==> src/rtl/fetch_pkg.sv <==
// Shared types and constants for the instruction fetch stage.
// Holds the FSM state enum, Jump encodings and default PC constants.
package fetch_pkg;

    typedef enum logic [1:0] {
        BOOT  = 2'd0,
        FETCH = 2'd1,
        STALL = 2'd2
    } fetch_state_e;

    localparam logic [1:0] JMP_SEQ = 2'b00;
    localparam logic [1:0] JMP_BR  = 2'b01;
    localparam logic [1:0] JMP_J   = 2'b10;
    localparam logic [1:0] JMP_JR  = 2'b11;

    localparam logic [31:0] DEF_RESET_PC   = 32'h0040_0000;
    localparam logic [31:0] DEF_EXC_VECTOR = 32'h8000_0180;

    // j/jal target: keep the 256 MB region of the delay-free successor
    function automatic logic [31:0] j_target(input logic [3:0]  region,
                                             input logic [25:0] index);
        return {region, index, 2'b00};
    endfunction

endpackage

==> src/rtl/npc_sel.sv <==
// Next-PC priority mux: exception, jr, j/jal, taken branch, then sequential.
// Latency: combinational. Backpressure: none; the caller gates with stall.
// FETCH_EPC_EN adds the exception flags used to load epc.
module npc_sel
    import fetch_pkg::*;
#(
    parameter logic [31:0] EXC_VECTOR = DEF_EXC_VECTOR
) (
    input  logic [31:0] pc,
    input  logic [3:0]  pc_region,
    input  logic [25:0] instr_index,
    input  logic        instr_valid,
    input  logic [1:0]  jump,
    input  logic        branch,
    input  logic        branch_taken,
    input  logic        exception,
    input  logic [31:0] branch_target,
    input  logic [31:0] jr_target,
`ifdef FETCH_EPC_EN
    output logic        exc_taken,
    output logic        exc_jr,
`endif
    output logic        redirect,
    output logic [31:0] next_pc
);

    logic jr_misalign;
    logic exc_hit;
    logic exc_from_jr;

    assign jr_misalign = (jump == JMP_JR) && (jr_target[1:0] != 2'b00);

    always_comb begin
        next_pc     = pc + 32'd4;
        redirect    = 1'b0;
        exc_hit     = 1'b0;
        exc_from_jr = 1'b0;
        if (instr_valid) begin
            if (exception) begin
                redirect = 1'b1;
                exc_hit  = 1'b1;
                next_pc  = EXC_VECTOR;
            end else if (jump == JMP_JR) begin
                redirect = 1'b1;
                if (jr_misalign) begin
                    exc_hit     = 1'b1;
                    exc_from_jr = 1'b1;
                    next_pc     = EXC_VECTOR;
                end else begin
                    next_pc = jr_target;
                end
            end else if (jump == JMP_J) begin
                redirect = 1'b1;
                next_pc  = j_target(pc_region, instr_index);
            end else if ((jump == JMP_BR) && branch && branch_taken) begin
                redirect = 1'b1;
                next_pc  = branch_target;
            end
        end
    end

`ifdef FETCH_EPC_EN
    assign exc_taken = exc_hit;
    assign exc_jr    = exc_from_jr;
`else
    logic unused_exc;
    assign unused_exc = exc_hit ^ exc_from_jr;
`endif

endmodule

==> src/rtl/fetch_stage.sv <==
// Instruction fetch stage with IF/ID register; FETCH_EPC_EN enables the epc register.
// Latency: one cycle from imem_ready to IF/ID; redirects take effect next edge.
// Backpressure: stall freezes pc and IF/ID; imem_ready=0 re-requests the same address.
module fetch_stage
    import fetch_pkg::*;
#(
    parameter logic [31:0] RESET_PC   = DEF_RESET_PC,
    parameter logic [31:0] EXC_VECTOR = DEF_EXC_VECTOR
) (
    input  logic        clk,
    input  logic        reset,
    output logic        imem_req,
    output logic [31:0] imem_addr,
    input  logic        imem_ready,
    input  logic [31:0] imem_rdata,
    input  logic        stall,
    input  logic [1:0]  Jump,
    input  logic        Branch,
    input  logic        branch_taken,
    input  logic        Exception,
    input  logic [31:0] branch_target,
    input  logic [31:0] jr_target,
    output logic [31:0] instr,
    output logic        instr_valid,
    output logic [31:0] pc_plus4,
    output logic [31:0] epc
);

    fetch_state_e state, state_nxt;
    logic [31:0]  pc;
    logic [31:0]  next_pc;
    logic         redirect;
    logic         advance;

    always_comb begin
        state_nxt = state;
        imem_req  = 1'b0;
        case (state)
            BOOT:    state_nxt = FETCH;
            FETCH: begin
                imem_req = 1'b1;
                if (stall) state_nxt = STALL;
            end
            STALL:   if (!stall) state_nxt = FETCH;
            default: state_nxt = BOOT;
        endcase
    end

    assign imem_addr = pc;
    // Redirects are only honoured while the pipeline is moving (stall wins)
    assign advance   = !stall && (state != BOOT);

`ifdef FETCH_EPC_EN
    logic exc_taken;
    logic exc_jr;
`endif

    npc_sel #(.EXC_VECTOR(EXC_VECTOR)) u_npc_sel (
        .pc            (pc),
        .pc_region     (pc_plus4[31:28]),
        .instr_index   (instr[25:0]),
        .instr_valid   (instr_valid),
        .jump          (Jump),
        .branch        (Branch),
        .branch_taken  (branch_taken),
        .exception     (Exception),
        .branch_target (branch_target),
        .jr_target     (jr_target),
`ifdef FETCH_EPC_EN
        .exc_taken     (exc_taken),
        .exc_jr        (exc_jr),
`endif
        .redirect      (redirect),
        .next_pc       (next_pc)
    );

    always_ff @(posedge clk or posedge reset) begin
        if (reset) begin
            state       <= BOOT;
            pc          <= RESET_PC;
            instr       <= '0;
            instr_valid <= 1'b0;
            pc_plus4    <= '0;
        end else begin
            state <= state_nxt;
            if (advance) begin
                if (redirect) begin
                    // Any word returned this cycle belongs to the wrong path
                    pc          <= next_pc;
                    instr_valid <= 1'b0;
                end else if ((state == FETCH) && imem_ready) begin
                    instr       <= imem_rdata;
                    instr_valid <= 1'b1;
                    pc_plus4    <= pc + 32'd4;
                    pc          <= next_pc;
                end
            end
        end
    end

`ifdef FETCH_EPC_EN
    always_ff @(posedge clk or posedge reset) begin
        if (reset) begin
            epc <= '0;
        end else if (advance && exc_taken) begin
            epc <= exc_jr ? jr_target : (pc_plus4 - 32'd4);
        end
    end
`else
    assign epc = '0;
`endif

endmodule

==> config.mk <==
export PLATFORM = sky130hd
export DESIGN_NAME = fetch_stage
export DESIGN_NICKNAME = d
export VERILOG_FILES = /design/src/rtl/fetch_pkg.sv /design/src/rtl/npc_sel.sv /design/src/rtl/fetch_stage.sv
export SDC_FILE = /design/constraint.sdc
export NUM_CORES = 1
export LEC_CHECK = 0
export CAP_MARGIN = 20
export CORE_MARGIN = 1
export CORE_UTILIZATION = 40
export CTS_BUF_LIST = sky130_fd_sc_hd__clkbuf_4 sky130_fd_sc_hd__clkbuf_8 sky130_fd_sc_hd__clkbuf_16
export DETAILED_ROUTE_END_ITERATION = 10
export PLACE_DENSITY = 0.78
export SETUP_SLACK_MARGIN = 0.1
export SYNTH_ARGS = -nofsm -noshare
export SYNTH_HDL_FRONTEND = slang
export SYNTH_SLANG_ARGS = --single-unit
==> constraint.sdc <==
create_clock -name clk -period 2.8 [get_ports clk]
set_input_delay 0.28 -clock clk [delete_from_list [all_inputs] [get_ports clk]]
set_output_delay 0.28 -clock clk [all_outputs]
set_load 0.02 [all_outputs]
# Word-level counts from Yosys, hierarchy flattened
# Index checks and enable logic that the tools add are counted.
# W data, S select, Z words.
# word_totals
in_bits	105
ff_bits	99
output_inout_bits	130
word_cells	46
# classes
n_bitwise	1
add_sub_neg	1
eq_ne	7
n_mux	19
reduce_logical	13
# ops
op	count
$mux W32	8
$add A32 B3 Y32 const B	1
$mux W1	8
$eq A2 B2 Y1 const B	3
$pmux W2 S3	1
$reduce_bool A2 Y1	3
$logic_and A1 B1 Y1	5
$eq A2 B1 Y1 const B	2
$mux W2	2
$ne A2 B2 Y1 const B	2
$reduce_and A2 Y1	2
$reduce_and A3 Y1	1
$logic_not A2 Y1	1
$logic_not A1 Y1	1
$not A1 Y1	1

# Depth between registers and ports, before layout
# Gate-level depths: netlist of run 1.
# logic_depth
ltp_word	10
ltp_mapped	9

# Modules after synthesis
# From an unflattened synthesis of run 1, not the netlist that was laid out.
# hier_totals
cells_unflattened	654
hier_area_um2	6558.8
# by_module_without_submodules
module	instances	area_each_um2	seq_area_each_um2	cells_per_inst
fetch_stage	1	4568.1	2478.6	371
npc_sel	1	1990.7	0.0	283

# Worst setup path before layout of run 1
# No wires, ideal clock.
# synth_timing
path_type	register -> register
start	register pc[2] (netlist: imem_addr[2])
end	register pc[26] (netlist: imem_addr[26])
setup_ns	0.124
arrival_ns	2.170
slack_ns	0.506
required_time_ns	2.676
stages_incl_launch_ff	8
period_less_slack_ns	2.294
cell_sequence	dfrtp_1 ha_1 and2_0 nand2_1 or4_4 buf_6 a21o_1 a211o_1
# synth_via
elab_chain_len	8
# synth_lines
item	line_no	text
start, declared	fetch_stage.sv:30	logic [31:0] pc;
start signal, assigned	fetch_stage.sv:89	pc <= next_pc;
start signal, assigned	fetch_stage.sv:95	pc <= next_pc;
$add A32 B3 Y32 *	npc_sel.sv:34	next_pc = pc + 32'd4;
$mux W32	npc_sel.sv:55	end else if ((jump == JMP_BR) && branch && branch_taken) begin
$mux W32	npc_sel.sv:52	end else if (jump == JMP_J) begin
$mux W32	npc_sel.sv:43	end else if (jump == JMP_JR) begin
$mux W32	npc_sel.sv:39	if (exception) begin
$mux W32 *	npc_sel.sv:38	if (instr_valid) begin
$mux W32	fetch_stage.sv:91	end else if ((state == FETCH) && imem_ready) begin
$mux W32 *	fetch_stage.sv:87	if (redirect) begin
# Mark *: on every way between the ends. The rest lies on a longest branch, timed or not. The select of a mux whose other input is x is not followed.
# A chain may end at the register's enable or synchronous reset.

# Worst setup path after layout of run 1
# layout_timing
start	register instr_valid
end	register pc[20] (netlist: imem_addr[20])
# layout_via
elab_chain_len	3
elab_cells_between_ends	6
classes_between	mux: 4; reduce/logical: 2
# layout_lines
item	line_no	text
start, declared	fetch_stage.sv:24	output logic instr_valid,
start signal, assigned	fetch_stage.sv:82	instr_valid <= 1'b0;
start signal, assigned	fetch_stage.sv:90	instr_valid <= 1'b0;
start signal, assigned	fetch_stage.sv:93	instr_valid <= 1'b1;
$mux W32 / $mux W1 (equally long branches)	npc_sel.sv:38	
$mux W32 / $reduce_bool A2 Y1 (equally long branches)	n/a	
$mux W32 / $reduce_and A2 Y1 (equally long branches)	n/a	
# Several ways; a longest one is shown, not always the timed one. The select of a mux whose other input is x is not followed.

==> impl_metrics.ini, run 1 <==
[power_and_ir_drop]
power.density_mw_per_mm2 = 955.0
ir_worst_vdd_v = 0.0005186
finalPower_mw = 7.990
leakage_nw = 3.387

[floorplanning]
fp.dieH_um = 124.0
ios = 235
dieArea_mm2 = 0.01537
rows = 44
coreArea_mm2 = 0.01453
die_w_um = 124.0
initial_core_util_pct = 40.96

[global_routing]
grt-ovfl-total = 0
first_global_vias = 5079
grt_pass1_wl_mm = 28.47
antenna_found_initial = 0
grtUsageTotal_pct = 24.94
grt_max_degree = 40

[sta]
timing.final.ws_setup_ps = 422.4
finalSetupViolCount = 0
worstMarginPinSlew_ps = 895.8
final.period_utilization_pct = 84.92
skew_ps = 8.413
rsz0062_at_grt = no
finalHoldViolCount = 0
hold_ws_ps = 408.9
relSlewSlack_pct = 40.06
tns_ps = 0
finalCriticalPeriod_ps = 2378
drv_slew = 0
fmax_ghz = 0.4206

[finish]
finalNonFillerCells = 1015
utilization_pct = 57.57
final_layout_size_suffix_gt1_share_pct = 12.76
design_area_mm2 = 0.008367
nFillCells = 1305
diodes = 0
synthToLayoutAreaGrowth_pct = 40.54
fin_nets = 934

[critical_path]
start_kind = flip-flop
slowest_stage = nor4b_2
worstPathArrival_ps = 2650
cp_cell_sequence = inv_1, nor4b_2, nand2b_1, a211oi_1, o21ai_0, o211ai_1
critical_path_buf_inv_count = 1
crit_required_ps = 3080
cp_slowest_stage_delay_ps = 510
path_delay_family = simple AND/OR/NAND/NOR gates
crit_fanout = 10
worstSetupPathType = reg2reg
end_kind = flip-flop

[logic_synthesis]
netlist_area_mm2 = 0.005953
syn_inst = 636
yosysWarnings = 0
avgSynthCellArea_um2 = 9.360
ys_seq_area_share_pct = 41.64
synth_cell_type_count = 63
synthArstFlopShare_pct = 100.0
synth_ff_type = dfrtp_1
ys_seq_elements = 99
synth_edf_count = 0

[hold_path]
hold_class = in2async

[placed_design]
pre_cts_ws_ps = 30.60
dp_hpwl_mm = 14.46
dpl.cell_count = 1001
port_buffers = 202
place_area_mm2 = 0.008075
gp_congestion = 0.8686

[drt]
wl_per_cell_um = 18.42
drt_iter0_drc = 383
routed_wl_mm = 18.69
drtPass1Iterations = 5
drc_errors = 0
num_vias = 5441
viasPerCell = 5.361
antenna_left = 0

[clocking]
clk_latency_ps = 360
cts_buffer_depth = 2
cts_hold_buf = 0
clk_pin_slew_ps = 70
cts_tree = yes
numCtsBuffers = 9
clock-root-buffer = clkbuf_16
htreeDepth = 3
cts_sinks = 99

[outcome]
outcome = finished clean

[flow_run]
drv_cap = 0
final timing paths:
path	start	endpoint	slack, ps	cells past startpoint
max reg2reg	instr_valid	imem_addr[20]	420	6
max	instr_valid	imem_addr[20]	420	6
max in group asynchronous	reset	pc_plus4[16]	1750	3
min	reset	instr[11]	410	2
min reg2reg	instr[31]	instr[31]	510	1
min in group clk	Jump[1]	imem_addr[29]	490	4
per-layer routing:
layer | wire length (um) | track usage [%] | up-vias
met5 | 0 | 0 | -
met4 | 203 | 7.217 | 0
met3 | 1584 | 6.044 | 16
met2 | 8662 | 39.13 | 254
met1 | 8243 | 34.10 | 2588
li1 | - | - | 2583
report_power, final:
part / leakage, nW / internal, mW / switching (mW)
clock: 0.145 / 0.715 / 0.546
sequential: 1.20 / 2.07 / 0.662
combinational: 2.05 / 1.98 / 2.02
total: 3.39 / 4.76 / 3.23
state kept, by name (all words and copies together) (netlist names):
register / flops
imem_addr: 32
instr: 32
instr_valid: 1
pc_plus4: 32
state: 2
synthesized netlist by cell type (9+ instances only):
cell type	n	area share [%]
nand4_1	9	0.95
nor2_1	72	4.5
mux2i_1	26	4.4
dfrtp_1	98	41
a211oi_1	17	2.1
a21oi_1	51	4.3
xnor2_1	17	2.5
xor2_1	12	1.8
nand3_1	12	1.0
buf_2	16	1.3
buf_4	34	4.3
o21ai_0	35	2.9
nor3_1	13	1.1
o211ai_1	10	1.3
clkbuf_1	15	0.95
nand2_1	50	3.2
mux2_2	43	8.1
cells by family after synthesis:
logic type / after synthesis / share of synthesized area [%]
and+or+nand+nor: 206 / 17.47
AOI/OAI and AO/OA: 152 / 15.85
DFF: 99 / 41.64
buffers and inverters: 79 / 8.007
muxes: 69 / 12.51
xor gates and xnor gates: 29 / 4.266
adders and majority gates: 1 / 0.2101
other: 1 / 0.06299
worst register-to-register path, stage by stage (launching register included):
cell	delay (ps)
dfrtp_1	460
inv_1	230
nor4b_2	510
nand2b_1	360
a211oi_1	410
o21ai_0	150
o211ai_1	190
area by class of cell:
class,instances,area (um^2),share of cell area (%)
multi-input cells,489,3122,37.31
clock inverters,3,40.04,0.4785
clock buffers,11,246.5,2.946
repair buffers,224,2227,26.62
well taps,184,230.2,2.752
flip-flops and latches,99,2479,29.62
inverters,5,22.52,0.2692
placed cells by master (no fill, tap or decap), types with 5 or more instances in the layout:
cell type          n
clkdlybuf4s50_1  200
dfrtp_1           98
nor2_1            72
a21oi_1           51
nand2_1           50
mux2_2            43
o21ai_0           35
conb_1            32
mux2i_1           26
buf_4             18
xnor2_1           17
a211oi_1          16
nor3_1            13
nand3_1           12
xor2_1            12
o211ai_1          10
nand4_1            9
clkbuf_16          9
nor2b_1            8
o22ai_1            6
and3_1             6
or2_2              5
a31oi_1            5
what timing repair did:
item                                    CTS  global route
setup buffers                             0             0
gates resized for setup                   0             1
endpoints found under the setup margin    0             1
(Power assumes the default switching activity.)
==> run 2, diff against run 1 <==
==> constraint.sdc (replaced) <==
create_clock -name clk -period 2.15 [get_ports clk]
set_input_delay 0.215 -clock clk [delete_from_list [all_inputs] [get_ports clk]]
set_output_delay 0.215 -clock clk [all_outputs]
set_load 0.02 [all_outputs]
==> run 2 against run 1 <==
Non-clock buffer count grew 60. Maximum frequency is 19% higher. Clock-buffer cell count fell by 1. Worst setup slack got worse by 260 ps. Clock skew grew 3.8 ps. Sequential power is 23% higher. Via count grew 4.4%. Critical endpoint is now imem_addr[26]. Highest routed layer unchanged.
==> impl_metrics.ini, run 2 (same netlist as run 1, synthesis figures left out) <==
[critical_path]
crit_required_ps = 2400
end_kind = flip-flop
crit_fanout = 7
start_kind = flip-flop
slowest_stage = or4_4
worstPathArrival_ps = 2240
worstSetupPathType = reg2reg
cp_cell_sequence = ha_2, and2_4, nand2_1, or4_4, a21o_1, a211o_1
path_delay_family = simple AND/OR/NAND/NOR gates
cp_slowest_stage_delay_ps = 600
critical_path_buf_inv_count = 0

[global_routing]
grt_pass1_wl_mm = 29.70
grt_max_degree = 100
grtUsageTotal_pct = 25.91
grt-ovfl-total = 0
first_global_vias = 5502
antenna_found_initial = 0

[floorplanning]
coreArea_mm2 = 0.01453
fp.dieH_um = 124.0
ios = 235
rows = 44
initial_core_util_pct = 40.96
die_w_um = 124.0
dieArea_mm2 = 0.01537

[clocking]
cts_tree = yes
cts_sinks = 99
htreeDepth = 3
numCtsBuffers = 9
cts_buffer_depth = 2
clk_latency_ps = 350
clk_pin_slew_ps = 80
clock-root-buffer = clkbuf_16

[power_and_ir_drop]
power_switching_share_pct = 40.03
internal-power_mw = 6.502
ir_worst_vdd_v = 0.0006273
finalPower_mw = 10.84
power.density_mw_per_mm2 = 1216
pwr-share-seq_pct = 31.0
combPwrFrac_pct = 53.6
leakage_nw = 3.690
switching_power_mw = 4.341
pwr-share-clk_pct = 15.3

[drt]
routed_wl_mm = 19.32
wl_per_cell_um = 17.93
viasPerCell = 5.274
drtPass1Iterations = 5
num_vias = 5680
drt_iter0_drc = 387
drc_errors = 0
antenna_left = 0

[sta]
hold_ws_ps = 323.1
rsz0062_at_grt = yes
skew_ps = 12.20
drv_slew = 0
finalHoldViolCount = 0
fmax_ghz = 0.5021
worstMarginPinSlew_ps = 590.4
finalSetupViolCount = 0
final.period_utilization_pct = 92.63
relSlewSlack_pct = 60.64
timing.final.ws_setup_ps = 158.4
finalCriticalPeriod_ps = 1992

[placed_design]
place_area_mm2 = 0.008553
pre_cts_ws_ps = -222.0
dp_hpwl_mm = 14.81
port_buffers = 202
gp_congestion = 0.9079

[finish]
layout_commonest_cell = clkdlybuf4s50_1
synthToLayoutAreaGrowth_pct = 49.75
fin_nets = 994
diodes = 0
design_area_mm2 = 0.008915
layout.cells.most_common_list = 200 x clkdlybuf4s50_1, 91 x dfrtp_1, 76 x buf_4
final_layout_size_suffix_gt1_share_pct = 20.83

[outcome]
outcome = finished clean

[hold_path]
hold_class = in2async

[flow_run]
drv_cap = 0
-- run 2: changes by cell type in the layout (fill, tap and decap cells not counted), moves of 2 or more --
cell / delta
nor3_2: +2
and4_4: +2
dfrtp_1: -7
nor2_2: +2
nor3_1: -3
buf_4: +58
buf_12: +2
nor2_1: -2
dfrtp_2: +7
and4_1: -2
-- run 2: path summary, 6_finish.rpt --
kind	from	to	slack, ps	depth (start not counted)
max	imem_addr[2]	imem_addr[26]	160	6
min	reset	instr[10]	320	3
max reg2reg	imem_addr[2]	imem_addr[26]	160	6
min reg2reg	instr[31]	instr[31]	510	1
max in group asynchronous	reset	imem_addr[3]	1300	3
min in group clk	branch_target[1]	imem_addr[1]	420	3
-- run 2: what timing repair did --
| action | in CTS | in global routing |
|---|---|---|
| hold buffers | 0 | 0 |
| setup buffers | 0 | 1 |
| gates resized for setup | 3 | 13 |
| endpoints found under the setup margin | 2 | 22 |
| pin swaps | 0 | 3 |
-- run 2: worst register-to-register path: cells and delay by family, from the launching register on --
family | cells | cell delay (ps)
adder cells (fa/ha/maj) | 1 | 210
flip-flops | 1 | 360
AND/OR/NAND/NOR | 3 | 840
AO/OA/AOI/OAI | 2 | 490
-- run 2: through the flow --
| stage | TNS, ps | util, % | cells |
|---|---|---|---|
| floorplan | -0.5578 | - | 667 |
| global placement | -3086 | 58.85 | 1060 |
| detailed placement | -4147 | 58.85 | 1060 |
| CTS | 0 | 60.98 | 1076 |
| global route | 0 | 61.34 | 1077 |
| finish | 0 | 61.34 | 1077 |
-- run 2: layout make-up --
type / count / area [um^2]
Fill cell: 1251 / 5619
Tap cell: 184 / 230.2
Inverter: 5 / 22.52
Multi-Input combinational cell: 489 / 3174
Timing Repair Buffer: 284 / 2703
Clock buffer: 10 / 232.7
Sequential cell: 99 / 2487
Clock inverter: 6 / 65.06
-- run 2: routing by layer --
layer | share of wire [%] | GRT usage [%] | vias up
li1 | - | - | 2705
met1 | 43 | 34.85 | 2669
met2 | 46 | 39.65 | 268
met3 | 8.5 | 6.227 | 38
met4 | 2.7 | 11.24 | 0
met5 | 0 | 0 | -
-- run 2: power groups by stage --
stage / clock [mW] / sequential, mW / combinational [mW]
finish: 1.66 / 3.37 / 5.82
global route: 1.76 / 3.49 / 6.23
CTS: 1.69 / 3.37 / 5.80
detailed placement: 0 / 3.39 / 5.76
global placement: 0 / 3.38 / 5.69
floorplan: 0 / 4.36 / 1.93
